## src/rtl/control_pkg.sv

```systemverilog
// Shared encodings for the multicycle control unit: opcodes, FSM states,
// instruction classes and the datapath mux/ALU select codes.
package control_pkg;

    localparam logic [6:0] OP_LOAD   = 7'b0000011;
    localparam logic [6:0] OP_STORE  = 7'b0100011;
    localparam logic [6:0] OP_RTYPE  = 7'b0110011;
    localparam logic [6:0] OP_ADDI   = 7'b0010011;
    localparam logic [6:0] OP_BRANCH = 7'b1100011;
    localparam logic [6:0] OP_AUIPC  = 7'b0010111;
    localparam logic [6:0] OP_JAL    = 7'b1101111;

    typedef enum logic [2:0] {
        ST_FETCH     = 3'd0,
        ST_DECODE    = 3'd1,
        ST_EXECUTE   = 3'd2,
        ST_MEMORY    = 3'd3,
        ST_WRITEBACK = 3'd4,
        ST_HALT      = 3'd5
    } state_t;

    typedef enum logic [2:0] {
        CLS_NONE,
        CLS_LOAD,
        CLS_STORE,
        CLS_RTYPE,
        CLS_ADDI,
        CLS_BRANCH,
        CLS_AUIPC,
        CLS_JAL
    } instr_cls_t;

    typedef enum logic [1:0] {
        WB_MEM   = 2'b00,
        WB_ALU   = 2'b01,
        WB_PC4   = 2'b10,
        WB_PCIMM = 2'b11
    } wb_sel_t;

    typedef enum logic [1:0] {
        ALU_ADD = 2'b00,
        ALU_SUB = 2'b01,
        ALU_BR  = 2'b10
    } alu_op_t;

endpackage

```

## src/rtl/control_unit_if.sv

```systemverilog
// Bundle between the control unit (master) and the datapath (slave):
// instruction fields and branch flag in, enables and mux selects out.
interface control_unit_if;
    logic [6:0] opcode;
    logic [2:0] funct3;
    logic       funct7b5;
    logic       flag;
    logic       pc_load;
    logic       ir_load;
    logic       reg_we;
    logic       mem_we;
    logic       alu_src;
    logic       alu_a_sel;
    logic [1:0] wb_sel;
    logic       pc_src;
    logic [1:0] alu_op;
    logic [2:0] state;
    logic       illegal;

    modport master (
        input  opcode, funct3, funct7b5, flag,
        output pc_load, ir_load, reg_we, mem_we, alu_src, alu_a_sel,
               wb_sel, pc_src, alu_op, state, illegal
    );

    modport slave (
        output opcode, funct3, funct7b5, flag,
        input  pc_load, ir_load, reg_we, mem_we, alu_src, alu_a_sel,
               wb_sel, pc_src, alu_op, state, illegal
    );
endinterface

```

## src/rtl/control_decoder.sv

```systemverilog
// Combinational instruction classifier: (opcode, funct3) -> class + legal bit.
module control_decoder
    import control_pkg::*;
(
    input  logic [6:0] opcode,
    input  logic [2:0] funct3,
    output instr_cls_t cls,
    output logic       legal
);

    always_comb begin
        cls   = CLS_NONE;
        legal = 1'b1;
        case (opcode)
            OP_LOAD:   cls = CLS_LOAD;
            OP_STORE:  cls = CLS_STORE;
            OP_RTYPE:  cls = CLS_RTYPE;
            OP_ADDI:   cls = CLS_ADDI;
            OP_AUIPC:  cls = CLS_AUIPC;
            OP_JAL:    cls = CLS_JAL;
            OP_BRANCH: begin
                cls   = CLS_BRANCH;
                // funct3 010/011 have no branch meaning
                legal = (funct3 != 3'b010) && (funct3 != 3'b011);
            end
            default:   legal = 1'b0;
        endcase
    end

endmodule

```

## src/rtl/control_unit.sv

```systemverilog
// Multicycle FETCH/DECODE/EXECUTE/MEMORY/WRITEBACK sequencer driving the
// shared RISC-V datapath's enables and mux selects.
module control_unit
    import control_pkg::*;
#(
    parameter int MEM_LATENCY = 1
) (
    input  logic           clock,
    input  logic           reset,
    control_unit_if.master bus
);

    localparam int CNT_W = $clog2(MEM_LATENCY + 1);

    state_t           state_q, state_d;
    logic [6:0]       op_q;
    logic [2:0]       f3_q;
    logic             f7b5_q;
    logic [CNT_W-1:0] cnt_q;
    logic             illegal_q;
    instr_cls_t       cls;
    logic             legal;
    logic [6:0]       dec_op;
    logic [2:0]       dec_f3;

    // DECODE classifies the live IR; every later state works from the latched copy
    assign dec_op = (state_q == ST_DECODE) ? bus.opcode : op_q;
    assign dec_f3 = (state_q == ST_DECODE) ? bus.funct3 : f3_q;

    control_decoder u_dec (
        .opcode (dec_op),
        .funct3 (dec_f3),
        .cls    (cls),
        .legal  (legal)
    );

    always_ff @(posedge clock) begin
        if (reset) begin
            state_q   <= ST_FETCH;
            op_q      <= '0;
            f3_q      <= '0;
            f7b5_q    <= 1'b0;
            cnt_q     <= '0;
            illegal_q <= 1'b0;
        end else begin
            state_q <= state_d;
            if (state_q == ST_DECODE) begin
                op_q   <= bus.opcode;
                f3_q   <= bus.funct3;
                f7b5_q <= bus.funct7b5;
                if (!legal) illegal_q <= 1'b1;
            end
            if (state_q == ST_EXECUTE && state_d == ST_MEMORY)
                cnt_q <= CNT_W'(MEM_LATENCY - 1);
            else if (state_q == ST_MEMORY && cnt_q != '0)
                cnt_q <= cnt_q - CNT_W'(1);
        end
    end

    always_comb begin
        state_d       = state_q;
        bus.pc_load   = 1'b0;
        bus.ir_load   = 1'b0;
        bus.reg_we    = 1'b0;
        bus.mem_we    = 1'b0;
        bus.alu_src   = 1'b0;
        bus.alu_a_sel = 1'b0;
        bus.wb_sel    = WB_MEM;
        bus.pc_src    = 1'b0;
        bus.alu_op    = ALU_ADD;
        case (state_q)
            ST_FETCH: begin
                bus.ir_load = 1'b1;
                state_d     = ST_DECODE;
            end
            ST_DECODE: state_d = legal ? ST_EXECUTE : ST_HALT;
            ST_EXECUTE: begin
                state_d = ST_WRITEBACK;
                case (cls)
                    CLS_LOAD, CLS_STORE: begin
                        bus.alu_a_sel = 1'b1;
                        state_d       = ST_MEMORY;
                    end
                    CLS_RTYPE: begin
                        bus.alu_a_sel = 1'b1;
                        bus.alu_src   = 1'b1;
                        bus.alu_op    = f7b5_q ? ALU_SUB : ALU_ADD;
                    end
                    CLS_ADDI: bus.alu_a_sel = 1'b1;
                    CLS_BRANCH: begin
                        // branch resolves here from the live ULA flag
                        bus.alu_a_sel = 1'b1;
                        bus.alu_src   = 1'b1;
                        bus.alu_op    = ALU_BR;
                        bus.pc_load   = 1'b1;
                        bus.pc_src    = bus.flag;
                        state_d       = ST_FETCH;
                    end
                    default: ;
                endcase
            end
            ST_MEMORY: begin
                if (cnt_q == '0) begin
                    if (cls == CLS_STORE) begin
                        bus.mem_we  = 1'b1;
                        bus.pc_load = 1'b1;
                        state_d     = ST_FETCH;
                    end else begin
                        state_d = ST_WRITEBACK;
                    end
                end
            end
            ST_WRITEBACK: begin
                bus.reg_we  = 1'b1;
                bus.pc_load = 1'b1;
                state_d     = ST_FETCH;
                case (cls)
                    CLS_LOAD: bus.wb_sel = WB_MEM;
                    CLS_JAL: begin
                        bus.wb_sel = WB_PC4;
                        bus.pc_src = 1'b1;
                    end
                    default:  bus.wb_sel = WB_ALU;
                endcase
            end
            ST_HALT: state_d = ST_HALT;
            default: state_d = ST_FETCH;
        endcase
        // a reset cycle must never leak a strobe, even mid-instruction
        if (reset) begin
            bus.pc_load   = 1'b0;
            bus.ir_load   = 1'b0;
            bus.reg_we    = 1'b0;
            bus.mem_we    = 1'b0;
            bus.alu_src   = 1'b0;
            bus.alu_a_sel = 1'b0;
            bus.wb_sel    = WB_MEM;
            bus.pc_src    = 1'b0;
            bus.alu_op    = ALU_ADD;
        end
    end

    assign bus.state   = state_q;
    assign bus.illegal = illegal_q & ~reset;

endmodule

```

## src/flat_wrapper.sv

```systemverilog
// flat-port wrapper written by rule: the top's interface ports become plain ports
module control_unit_flat import control_pkg::*;
#(
    parameter int MEM_LATENCY = 1
)
  (clock, reset, bus_opcode, bus_funct3, bus_funct7b5, bus_flag, bus_pc_load, bus_ir_load, bus_reg_we, bus_mem_we, bus_alu_src, bus_alu_a_sel, bus_wb_sel, bus_pc_src, bus_alu_op, bus_state, bus_illegal);
  control_unit_if bus_i ();
  input  logic clock;
  input  logic reset;
  input wire logic [$bits(bus_i.opcode)-1:0] bus_opcode;
  input wire logic [$bits(bus_i.funct3)-1:0] bus_funct3;
  input wire logic [$bits(bus_i.funct7b5)-1:0] bus_funct7b5;
  input wire logic [$bits(bus_i.flag)-1:0] bus_flag;
  output wire logic [$bits(bus_i.pc_load)-1:0] bus_pc_load;
  output wire logic [$bits(bus_i.ir_load)-1:0] bus_ir_load;
  output wire logic [$bits(bus_i.reg_we)-1:0] bus_reg_we;
  output wire logic [$bits(bus_i.mem_we)-1:0] bus_mem_we;
  output wire logic [$bits(bus_i.alu_src)-1:0] bus_alu_src;
  output wire logic [$bits(bus_i.alu_a_sel)-1:0] bus_alu_a_sel;
  output wire logic [$bits(bus_i.wb_sel)-1:0] bus_wb_sel;
  output wire logic [$bits(bus_i.pc_src)-1:0] bus_pc_src;
  output wire logic [$bits(bus_i.alu_op)-1:0] bus_alu_op;
  output wire logic [$bits(bus_i.state)-1:0] bus_state;
  output wire logic [$bits(bus_i.illegal)-1:0] bus_illegal;
  assign bus_i.opcode = bus_opcode;
  assign bus_i.funct3 = bus_funct3;
  assign bus_i.funct7b5 = bus_funct7b5;
  assign bus_i.flag = bus_flag;
  assign bus_pc_load = bus_i.pc_load;
  assign bus_ir_load = bus_i.ir_load;
  assign bus_reg_we = bus_i.reg_we;
  assign bus_mem_we = bus_i.mem_we;
  assign bus_alu_src = bus_i.alu_src;
  assign bus_alu_a_sel = bus_i.alu_a_sel;
  assign bus_wb_sel = bus_i.wb_sel;
  assign bus_pc_src = bus_i.pc_src;
  assign bus_alu_op = bus_i.alu_op;
  assign bus_state = bus_i.state;
  assign bus_illegal = bus_i.illegal;
  control_unit #(.MEM_LATENCY(MEM_LATENCY)) u_core (.clock(clock), .reset(reset), .bus(bus_i));
endmodule
```

## config.mk

```make
export PLATFORM = sky130hd
export DESIGN_NAME = control_unit_flat
export DESIGN_NICKNAME = d
export VERILOG_FILES = /design/src/rtl/control_pkg.sv /design/src/rtl/control_unit_if.sv /design/src/rtl/control_decoder.sv /design/src/rtl/control_unit.sv /design/src/flat_wrapper.sv
export SDC_FILE = /design/constraint.sdc
export NUM_CORES = 1
export LEC_CHECK = 0
export CORE_UTILIZATION = 40
export CTS_CLUSTER_DIAMETER = 50
export DETAILED_ROUTE_END_ITERATION = 16
export PLACE_DENSITY = 0.73
export SETUP_SLACK_MARGIN = 0.05
export SYNTH_ARGS = -nofsm -noshare
export SYNTH_HDL_FRONTEND = slang
export SYNTH_SLANG_ARGS = --single-unit
```

## constraint.sdc

```tcl
create_clock -name clock -period 8.2 [get_ports clock]
set_clock_uncertainty 0.15 [all_clocks]
set_input_delay 2.05 -clock clock [delete_from_list [all_inputs] [get_ports clock]]
set_output_delay 2.05 -clock clock [all_outputs]
set_load 0.02 [all_outputs]
```

==> impl_metrics.ini, run 1 <==
[synth]
synth_flop_cell = dfxtp_1
yosysTopAreaCell = dfxtp_1
synth_area_per_cell_um2 = 7.09
synthesis.area_um2 = 986
synth_edf_count = 0
yosysWarnings = 0
async_flop_share_pct = 0
syn_nets = 153
netlist_top_cells_area = dfxtp_1, nand2_1, a21oi_1, o21ai_0, nand2b_1
synth_cells = 139
synth_top_area_share_pct = 30.5
netlist-cell-type-count = 41
yosys_register_bits = 15
yosysSeqAreaShare_pct = 30.5

[routing]
detail_route.first_pass.iterations = 4
drcViolationCount = 0
drt-vias-per-instance = 5.47
drtAntennaViolNets = 0
wl_um = 2340
drtIter0Drc = 23
wl_per_cell_um = 12.2
vias = 1051

[sta]
fmax_mhz = 150
rsz0062_at_grt = false
tns_ps = 0
worst_pin_slew_ps = 732
fin_crit_ps = 6690
final-hold-violation-count = 0
slew_headroom_pct = 50.5
hold_slack_ps = 310
setup_viol = 0
drv_slew = 0
finalCritPeriodShare_pct = 81.5

[critical_path]
startpoint = bus_opcode[1]
start_kind = input port
crit_chain = clkdlybuf4s50_1 > nand2_1 > or4_4 > o32a_1 > or3_1 > a21oi_1 > clkdlybuf4s50_1
crit_slowest_cell = clkdlybuf4s50_1
crit_family = buffers and inverters
crit_arrival_ps = 4490
cp-end-kind = output port
crit_path_max_incr_delay_ps = 610
path_buf_inv = 2
crit_cells = 7
required_ps = 6000
worst_path_most_repeated_cell = clkdlybuf4s50_1
r2r-start = u_core.bus.state[0]
path_max_fanout = 3
endpoint = bus_alu_src
rr_worst_depth = 6
r2r_end = u_core.bus.state[0]
ff2ff_setup_slack_ps = 5420
crit_type = in2out

[floorplan]
ioPinCount = 29
initial_core_util_pct = 43.3
die-width_um = 51.6
coreArea_mm2 = 0.00228
dieArea_mm2 = 0.00267
die_height_um = 51.6
rows = 17

[clock_network]
ctsResizeCount = 0
path_clk_slew_ps = 90
cts.sinks = 15
cts_tree = yes
clkLatencyLatePin_ps = 280
cts_buffers = 3
cts_max_level = 1
root_buffer = clkbuf_4
cts-hold-fix-buffers = 0
clockBufferDepth = 2
postCtsSetupBuffers = 0

[placement]
gp_congestion = 0.821
port_buffers = 27
post-dp-hpwl_um = 1840

[final_layout]
final_common_cell = nand2_1
seq_area_um2 = 300
fin_util_pct = 56.6
drive_above_1_share_pct = 4.27
multi_input_area_um2 = 627
area_growth_pct = 30.7
fillers = 232
nNetsFinal = 179
final_cell_mix = nand2_1, clkdlybuf4s50_1, a21oi_1, dfxtp_1, nor2_1
diodes = 0

[pwr]
finalPower_w = 0.000220
vdd_drop_max_mv = 0.127
p_leak_nw = 0.441
pwr_density_cell_mw_per_mm2 = 171

[global_route]
grt_pass1_vias = 921
grt_pass1_wl_um = 3930
grt_antenna_before_repair = 0
gr-usage-all-layers_pct = 19.6
grt_max_degree = 22
overflow = 0

[hold_path]
hold_class = reg2reg

[status]
status = completed

[job]
drv_cap = 0
[logic make-up after synthesis]
group / synth area share, %
muxes: 1.02
DFF: 30.5
and+or+nand+nor: 38.3
AOI/OAI and AO/OA: 22.5
buffers and inverters: 5.96
xor gates and xnor gates: 1.78
[worst min-delay path by stage]
stage	from	endpoint	slack (ps)	cells past startpoint
finish	u_core.f3_q[1]	u_core.f3_q[1]	310	2
global route	u_core.f7b5_q	u_core.f7b5_q	330	2
CTS	u_core.f3_q[1]	u_core.f3_q[1]	310	2
detailed placement	u_core.f3_q[1]	u_core.f3_q[1]	300	2
global placement	u_core.f3_q[1]	u_core.f3_q[1]	290	2
floorplan	u_core.illegal_q	u_core.illegal_q	280	2
[power breakdown]
group,switching (W),internal [W]
Sequential,0.0000132,0.0000843
Combinational,0.0000444,0.0000356
Clock,0.0000236,0.0000189
Total,0.0000813,0.000139
[cell type report]
cell class                 count  share of cell area [%]
inverter                       6                    1.75
timing repair buffer          28                    21.6
multi-input combinational    111                    48.6
tap                           28                    2.72
clock buffer                   4                    2.04
sequential                    15                    23.3
[flip-flops by register name, indices dropped and copies added, names as in the netlist]
register / flops
u_core.f7b5_q: 1
u_core.op_q: 7
u_core.cnt_q: 1
u_core.bus.state: 3
u_core.illegal_q: 1
u_core.f3_q: 2
[stage by stage]
step	setup WS (ps)	area, µm²	cells
finish	1510	1290	192
global route	1320	1290	192
CTS	1510	1290	192
detailed placement	1520	1260	188
global placement	1510	1260	188
floorplan	2450	986	139
[worst register-to-register path: cells and delay by family, from the launching register on]
kind,cells,cell delay (ps)
compound gates,3,510
flops,1,470
simple gates,3,1570
[layer usage]
metal,vias to the layer above,GRT usage (%),wire length (µm)
met2,26,31.4,1040
met5,-,0,0
li1,545,-,-
met4,0,9.46,26
met3,2,3.80,109
met1,478,25.0,1170
[synthesized netlist by cell type, drive strengths merged (3+ instances only)]
master,n
a21oi,15
nor3,3
clkbuf,4
dfxtp,15
buf,3
o21ai,9
nand2,29
nor2b,4
nor2,9
or3,3
nand2b,6
inv,6
(Power assumes the default switching activity.)
==> run 2: changes to the inputs <==
clock period = 7 ns   (was 8.2 ns; I/O delays follow)
==> run 2 against run 1 <==
Effect of this change: non-clock buffer count up 1; final cell count up 0.52%; clock power up 16%; sequential cell count unchanged.
==> impl_metrics.ini, run 2 (synthesized netlist as in run 1, its figures left out) <==
[status]
status = completed

[sta]
tns_ps = 0
fin_crit_ps = 6120
finalCritPeriodShare_pct = 87.4
setup_viol = 0
worst_slack_ps = 884
drv_slew = 0
final-hold-violation-count = 0
worst_pin_slew_ps = 869
slew_headroom_pct = 41.2
rsz0062_at_grt = false
hold_slack_ps = 308
fmax_mhz = 164

[routing]
vias = 1072
drtIter0Drc = 35
drt-vias-per-instance = 5.55
detail_route.first_pass.iterations = 4
wl_um = 2370
drcViolationCount = 0
drtAntennaViolNets = 0
wl_per_cell_um = 12.3

[job]
drv_cap = 0

[critical_path]
crit_arrival_ps = 4220
path_max_fanout = 3
crit_type = in2out
rr_worst_depth = 6
cp-end-kind = output port
required_ps = 5100
start_kind = input port

[floorplan]
ioPinCount = 29
initial_core_util_pct = 43.3
rows = 17
dieArea_mm2 = 0.00267
die-width_um = 51.6
coreArea_mm2 = 0.00228
die_height_um = 51.6

[clock_network]
path_clk_slew_ps = 90
cts_buffers = 3
root_buffer = clkbuf_4
cts_max_level = 1
clkLatencyLatePin_ps = 280
postCtsSetupBuffers = 0
cts.sinks = 15
ctsResizeCount = 0
clockBufferDepth = 2
cts-hold-fix-buffers = 0
cts_tree = yes

[final_layout]
final_cell_mix = nand2_1, clkdlybuf4s50_1, a21oi_1, dfxtp_1, nor2_1
drive_above_1_share_pct = 4.85
nNetsFinal = 180
area_growth_pct = 31.5
regMostFlops = u_core.op_q
final_cell_area_mm2 = 0.00130
diodes = 0
final_common_cell = nand2_1
multi_input_area_um2 = 627
fin_util_pct = 57.0
seq_area_um2 = 300
fillers = 210
largest_reg_flops = 7

[global_route]
grt_pass1_wl_um = 4010
grt_antenna_before_repair = 0
grt_max_degree = 22
overflow = 0
gr-usage-all-layers_pct = 19.7
grt_pass1_vias = 918

[placement]
gp_congestion = 0.826
place_ws_ps = 903
port_buffers = 27
post-dp-hpwl_um = 1780
place_area_mm2 = 0.00127

[pwr]
pwr_density_cell_mw_per_mm2 = 199
vdd_drop_max_mv = 0.157
p_leak_nw = 0.446

[hold_path]
hold_depth = 2
hold_class = reg2reg
run 2: area by class of cell:
type	instances	area share (%)
Timing Repair Buffer	29	22.0
Sequential cell	15	23.2
Multi-Input combinational cell	111	48.4
Clock buffer	4	2.03
Inverter	6	1.74
Tap cell	28	2.70
run 2: worst paths after layout:
path / start / endpoint / slack [ps]
worst max-delay path: bus_opcode[1] / bus_alu_src / 880
worst min-delay path: u_core.f3_q[1] / u_core.f3_q[1] / 310
worst max register to register: u_core.bus.state[0] / u_core.bus.state[0] / 4080
worst min register to register: u_core.f3_q[1] / u_core.f3_q[1] / 310
run 2: layer usage:
| layer | vias to the layer above | GRT usage (%) | routed length, µm |
|---|---|---|---|
| li1 | 546 | - | - |
| met2 | 34 | 31.2 | 1040 |
| met1 | 492 | 27.1 | 1190 |
| met3 | 0 | 2.63 | 128 |
| met5 | - | 0 | 0 |
| met4 | 0 | 6.76 | 0 |
run 2: per-stage QoR:
stage,cells,power (W)
floorplan,139,0.000178
global placement,189,0.000208
detailed placement,189,0.000211
CTS,193,0.000261
global route,193,0.000276
finish,193,0.000258
run 2: power breakdown:
| group | total (W) | leakage, nW | internal, W | switching (W) |
|---|---|---|---|---|
| clock | 0.0000493 | 0.0150 | 0.0000221 | 0.0000272 |
| sequential | 0.000115 | 0.123 | 0.0000987 | 0.0000161 |
| combinational | 0.0000942 | 0.308 | 0.0000420 | 0.0000522 |
run 2: critical path, cell delays in order:
cell and delay (ps):
clkdlybuf4s50_1 480, nand2_1 90, or4_4 520, o32a_1 220, or3_1 370, a21oi_1 170
clkdlybuf4s50_1 620
